## config.mk

```make
export PLATFORM = sky130hd
export DESIGN_NAME = writeback_arbiter
export DESIGN_NICKNAME = d
export VERILOG_FILES = /design/src/rtl/writeback_arbiter_pkg.sv /design/src/rtl/writeback_arbiter_wb_fifo.sv /design/src/rtl/writeback_arbiter.sv
export SDC_FILE = /design/constraint.sdc
export NUM_CORES = 1
export LEC_CHECK = 0
export ABC_AREA = 1
export CORE_MARGIN = 10
export CORE_UTILIZATION = 51
export DETAILED_ROUTE_END_ITERATION = 8
export PLACE_DENSITY_LB_ADDON = 0.12
export SETUP_SLACK_MARGIN = 0.15
export SLEW_MARGIN = 5
export SYNTH_ARGS = -nofsm -noshare
export SYNTH_HDL_FRONTEND = slang
export SYNTH_HIERARCHICAL = 1
export SYNTH_SLANG_ARGS = --single-unit
```

## constraint.sdc

```tcl
create_clock -name clock -period 3.15 [get_ports clock]
set_input_delay 0.945 -clock clock [delete_from_list [all_inputs] [get_ports clock]]
set_output_delay 0.945 -clock clock [all_outputs]
set_load 0.1 [all_outputs]
```

## src/rtl/writeback_arbiter_pkg.sv

```systemverilog
// writeback_arbiter_pkg: register file geometry shared by the write-back slice
package writeback_arbiter_pkg;
  localparam int REG_ADDR_W = 5;
  localparam int REG_DATA_W = 32;
  localparam logic [REG_ADDR_W-1:0] REG_ZERO = 5'd0;
  localparam int NUM_REGS = 32;
endpackage

```

## src/rtl/writeback_arbiter_wb_fifo.sv

```systemverilog
// wb_fifo: in-order {addr,data} queue with count, pointers and per-entry valids exported for forwarding
module wb_fifo
  import writeback_arbiter_pkg::*;
#(
  parameter int DATA_W = REG_DATA_W,
  parameter int ADDR_W = REG_ADDR_W,
  parameter int DEPTH = 4,
  localparam int PW = $clog2(DEPTH),
  localparam int CW = PW + 1
) (
  input  logic              clock,
  input  logic              reset,
  input  logic              push,
  input  logic [ADDR_W-1:0] push_addr,
  input  logic [DATA_W-1:0] push_data,
  input  logic              pop,
  output logic [CW-1:0]     count,
  output logic [PW-1:0]     rd_ptr,
  output logic [ADDR_W-1:0] head_addr,
  output logic [DATA_W-1:0] head_data,
  output logic [DEPTH-1:0]  ent_valid,
  output logic [ADDR_W-1:0] ent_addr [DEPTH],
  output logic [DATA_W-1:0] ent_data [DEPTH]
);
  logic [PW-1:0] wr_ptr;
  always_ff @(posedge clock) begin
    if (reset) begin
      rd_ptr <= '0;
      wr_ptr <= '0;
      count <= '0;
      ent_valid <= '0;
    end else begin
      if (pop) begin
        rd_ptr <= rd_ptr + PW'(1);
        ent_valid[rd_ptr] <= 1'b0;
      end
      if (push) begin
        wr_ptr <= wr_ptr + PW'(1);
        ent_valid[wr_ptr] <= 1'b1;
      end
      count <= count + CW'(push) - CW'(pop);
    end
  end
  always_ff @(posedge clock) begin
    if (push) begin
      ent_addr[wr_ptr] <= push_addr;
      ent_data[wr_ptr] <= push_data;
    end
  end
  assign head_addr = ent_addr[rd_ptr];
  assign head_data = ent_data[rd_ptr];
endmodule

```

## src/rtl/writeback_arbiter.sv

```systemverilog
// writeback_arbiter: merges mem/alu results into a queue draining one register write per cycle, with two forwarding ports
module writeback_arbiter
  import writeback_arbiter_pkg::*;
#(
  parameter int DATA_W = REG_DATA_W,
  parameter int ADDR_W = REG_ADDR_W,
  parameter int DEPTH = 4,
  localparam int PW = $clog2(DEPTH),
  localparam int CW = PW + 1
) (
  input  logic              clock,
  input  logic              reset,
  input  logic              mem_valid,
  input  logic [ADDR_W-1:0] mem_addr,
  input  logic [DATA_W-1:0] mem_data,
  output logic              mem_ready,
  input  logic              alu_valid,
  input  logic [ADDR_W-1:0] alu_addr,
  input  logic [DATA_W-1:0] alu_data,
  output logic              alu_ready,
  input  logic              rf_hold,
  output logic              rf_write,
  output logic [ADDR_W-1:0] rf_writeaddr,
  output logic [DATA_W-1:0] rf_writedata,
  input  logic [ADDR_W-1:0] fwd_addr1,
  output logic              fwd_hit1,
  output logic [DATA_W-1:0] fwd_data1,
  input  logic [ADDR_W-1:0] fwd_addr2,
  output logic              fwd_hit2,
  output logic [DATA_W-1:0] fwd_data2,
  output logic [CW-1:0]     wb_count
);
  logic push, mem_fire, alu_fire;
  logic [ADDR_W-1:0] push_addr;
  logic [DATA_W-1:0] push_data;
  logic [PW-1:0] rd_ptr;
  logic [DEPTH-1:0] ent_valid;
  logic [ADDR_W-1:0] ent_addr [DEPTH];
  logic [DATA_W-1:0] ent_data [DEPTH];
  assign rf_write = (wb_count != '0) & ~rf_hold & ~reset;
  assign mem_ready = ~reset & ((wb_count != CW'(DEPTH)) | rf_write);
  assign alu_ready = mem_ready & ~mem_valid;
  assign mem_fire = mem_valid & mem_ready;
  assign alu_fire = alu_valid & alu_ready;
  assign push_addr = mem_fire ? mem_addr : alu_addr;
  assign push_data = mem_fire ? mem_data : alu_data;
  assign push = (mem_fire | alu_fire) & (push_addr != ADDR_W'(REG_ZERO));
  wb_fifo #(.DATA_W(DATA_W), .ADDR_W(ADDR_W), .DEPTH(DEPTH)) u_fifo (
    .clock(clock),
    .reset(reset),
    .push(push),
    .push_addr(push_addr),
    .push_data(push_data),
    .pop(rf_write),
    .count(wb_count),
    .rd_ptr(rd_ptr),
    .head_addr(rf_writeaddr),
    .head_data(rf_writedata),
    .ent_valid(ent_valid),
    .ent_addr(ent_addr),
    .ent_data(ent_data)
  );
  always_comb begin
    logic [PW-1:0] idx;
    idx = '0;
    fwd_hit1 = 1'b0;
    fwd_data1 = '0;
    fwd_hit2 = 1'b0;
    fwd_data2 = '0;
    for (int i = 0; i < DEPTH; i++) begin
      idx = rd_ptr + PW'(i);
      if (ent_valid[idx] && ent_addr[idx] == fwd_addr1 && fwd_addr1 != ADDR_W'(REG_ZERO)) begin
        fwd_hit1 = 1'b1;
        fwd_data1 = ent_data[idx];
      end
      if (ent_valid[idx] && ent_addr[idx] == fwd_addr2 && fwd_addr2 != ADDR_W'(REG_ZERO)) begin
        fwd_hit2 = 1'b1;
        fwd_data2 = ent_data[idx];
      end
    end
  end
endmodule
```

==> impl_metrics.csv <==
group,metric,value,unit
layout,finish.utilization,81.5,%
place,post_dp_cell_area,0.0199,mm^2
clocking,clock_sinks,159,
die,core_region_area,0.0269,mm^2
clocking,clk_latency,0.43,ns
layout,diodes,0,
layout,seqCellArea,0.00468,mm^2
detailed_routing,wire_per_inst,21.4,um
sta,fin_crit_sh,123,%
power_and_ir_drop,p_leak,9.45,nW
place,dpl.hpwl,41.4,mm
die,dieArea,0.0343,mm^2
hold_path,min-delay-start,"u_fifo/ent_valid[2]",
run,drv_cap,0,
clocking,cts_hold_buffers,0,
detailed_routing,drt_wl_total,61.2,mm
clocking,cts_tree,"built",
layout,syn2layout_area_growth,57.3,%
worst_setup_path,critPathArrivalTime,2.92,ns
clocking,path_clk_slew,0.07,ns
detailed_routing,drc,0,
global_routing,grt_pass1_wl,90.0,mm
sta,fin_crit,3.87,ns
detailed_routing,drt_iter0_markers,2885,
layout,finalInstanceArea,0.0219,mm^2
hold_path,hp-class,"reg -> reg",
layout,nNetsFinal,2604,
die,initial_core_util,51.8,%
layout,mostFrequentLayoutCells,"nand2_1 (626), nor2_1 (338), o21ai_0 (161)",
sta,setup-tns-final,-46.10,ns
worst_setup_path,cp_data_required_time,2.20,ns
outcome,outcome,"finished, violations left",
sta,setup_viol,98,
sta,fin_skew,0.0125,ns
sta,rsz0062_at_grt,"true",
synthesis,syn_nets,2297,
sta,setup_ws,-0.719,ns
layout,stdcell_count,2858,
layout,multiInputGateArea,0.00994,mm^2
detailed_routing,drtAntennaViolNets,0,
clocking,clockBufferDepth,2,
die,fp.dieH,185,um
clocking,numCtsBuffers,17,
synthesis,synthTopCellsByArea,"edfxtp_1 (32%), nand2_1 (22%), nor2_1 (10%), o21ai_0 (6.6%), mux2i_1 (6.2%)",
power_and_ir_drop,power_density,679,mW/mm^2
layout,final_common_cell,"nand2_1",
synthesis,netlist_instances,2197,
sta,tightest_slew,0.770,ns
worst_setup_path,cp_max_fo,13,
clocking,cts-htree-levels,4,
synthesis,synth.distinct_cells,32,
synthesis,synth_area,0.0139,mm^2
layout,num-fill-cells,1603,
sta,slew_headroom,48.1,%
synthesis,synth.ff_latch_count,159,
worst_setup_path,cp-startpoint,"u_fifo/rd_ptr[0]",
place,portBuffers,197,
global_routing,grt_pass1_vias,15400,
power_and_ir_drop,ir_drop,0.904,mV
worst_setup_path,critPathKind,"reg -> out",
worst_setup_path,endpoint_kind,"primary output",
sta,finalHoldViolations,0,
detailed_routing,drt_first_pass_iters,6,
clocking,cts_root_buf,"clkbuf_16",
synthesis,synth_warnings,6,
synthesis,ys_seq_area_share,33.5,%
synthesis,yosys.area.top_type_share,31.9,%
global_routing,grt_max_degree,108,
detailed_routing,vias_per_cell,5.93,
die,row_count,60,
outcome,violations,"setup timing",
die,fp.dieW,185,um
sta,fmax,0.258,GHz
place,place_congestion,0.986,
detailed_routing,num_vias,16900,
synthesis,syn_area_per_cell,6.34,um^2
worst_setup_path,reg2reg_slack,0.69,ns
global_routing,track_usage,33.9,%
sta,drv_slew,0,
place,placed_cells,2779,
synthesis,yosysTopAreaCell,"edfxtp_1",
layout,drive_gt1_share,30.9,%
worst_setup_path,timing.rr.start,"u_fifo/count[1]",
global_routing,antenna_found_initial,0,
die,io_pins,198,
worst_setup_path,startpoint_type,"register",
global_routing,overflow,0,
-- flip-flops by register name (all words and copies together), names as in the netlist --
name	cells
u_fifo/count	3
u_fifo/ent_addr	20
u_fifo/ent_data	128
u_fifo/ent_valid	4
u_fifo/rd_ptr	2
u_fifo/wr_ptr	2
-- report_power, final --
group	switching, mW	total (mW)	internal (mW)	leakage (nW)
logic	6.62	10.2	3.53	7.73
clock network	0.892	2.07	1.18	0.268
registers	0.143	2.65	2.51	1.45
-- Yosys cell counts, drive strengths merged --
cell type	instances
o21a	21
nand2	835
inv	146
fa	1
buf	98
clkbuf	39
nor4	1
o21ai	275
xor2	5
a211oi	2
edfxtp	148
dfxtp	11
nor2	374
mux2i	86
ha	10
nand3b	1
or2	42
a21oi	32
nor3	4
nand3	65
nand4	1
-- worst max-delay path: stages (launching register included) --
cell,delay (ns)
dfxtp_4,0.45
inv_8,0.09
buf_12,0.14
buf_16,0.14
nand2_4,0.07
nand2_4,0.05
o21ai_2,0.16
nor2_1,0.07
nor3_2,0.29
nand3_4,0.22
nand2_8,0.18
buf_12,0.12
buf_4,0.10
nand2_1,0.06
nand2_2,0.11
nand2_8,0.06
buf_12,0.16
-- cell type report --
| cell class | count | area share, % |
|---|---|---|
| clock buffer | 18 | 1.96 |
| clock inverter | 14 | 0.720 |
| inverter | 146 | 2.87 |
| multi-input combinational | 1757 | 45.4 |
| sequential | 159 | 21.3 |
| tap | 341 | 1.95 |
| timing repair buffer | 423 | 25.8 |
-- worst paths after layout --
path	end	depth (start not counted)
worst min-delay path	u_fifo/ent_valid[2]	2
worst max register to register	u_fifo/count[2]	13
worst min register to register	u_fifo/ent_valid[2]	2
worst max-delay path	fwd_data1[2]	16
-- kinds of logic after synthesis --
group	after synthesis	synth area share, %
compound gates	330	12.3
xor+xnor	5	0.314
fa+ha+maj	11	1.04
buf+inv	283	9.29
flops	159	33.5
mux	86	6.18
simple gates	1323	37.4
-- per-layer routing --
| metal | global-route usage (%) | part of all wire [%] | vias to the layer above |
|---|---|---|---|
| li1 | - | - | 7625 |
| met1 | 49.3 | 39 | 7709 |
| met2 | 48.3 | 42 | 1425 |
| met3 | 9.60 | 16 | 180 |
| met4 | 7.38 | 3.1 | 0 |
| met5 | 0 | 0 | - |
-- repair_timing --
action / 4_1_cts / 5_1_grt
pin swaps: 53 / 20
resized for setup: 163 / 83
gates cloned: 16 / 5
endpoints found under the setup margin: 158 / 233
buffers inserted: 21 / 5
-- through the flow --
stage	setup WS (ns)	hold slack [ns]	total power, mW
floorplan	-0.429	0.452	8.44
global placement	-0.772	0.482	11.7
detailed placement	-0.821	0.488	11.9
CTS	-0.626	0.516	14.4
global route	-0.834	0.530	15.4
finish	-0.719	0.526	14.9
No activity file was read; power rests on OpenSTA's default activity.
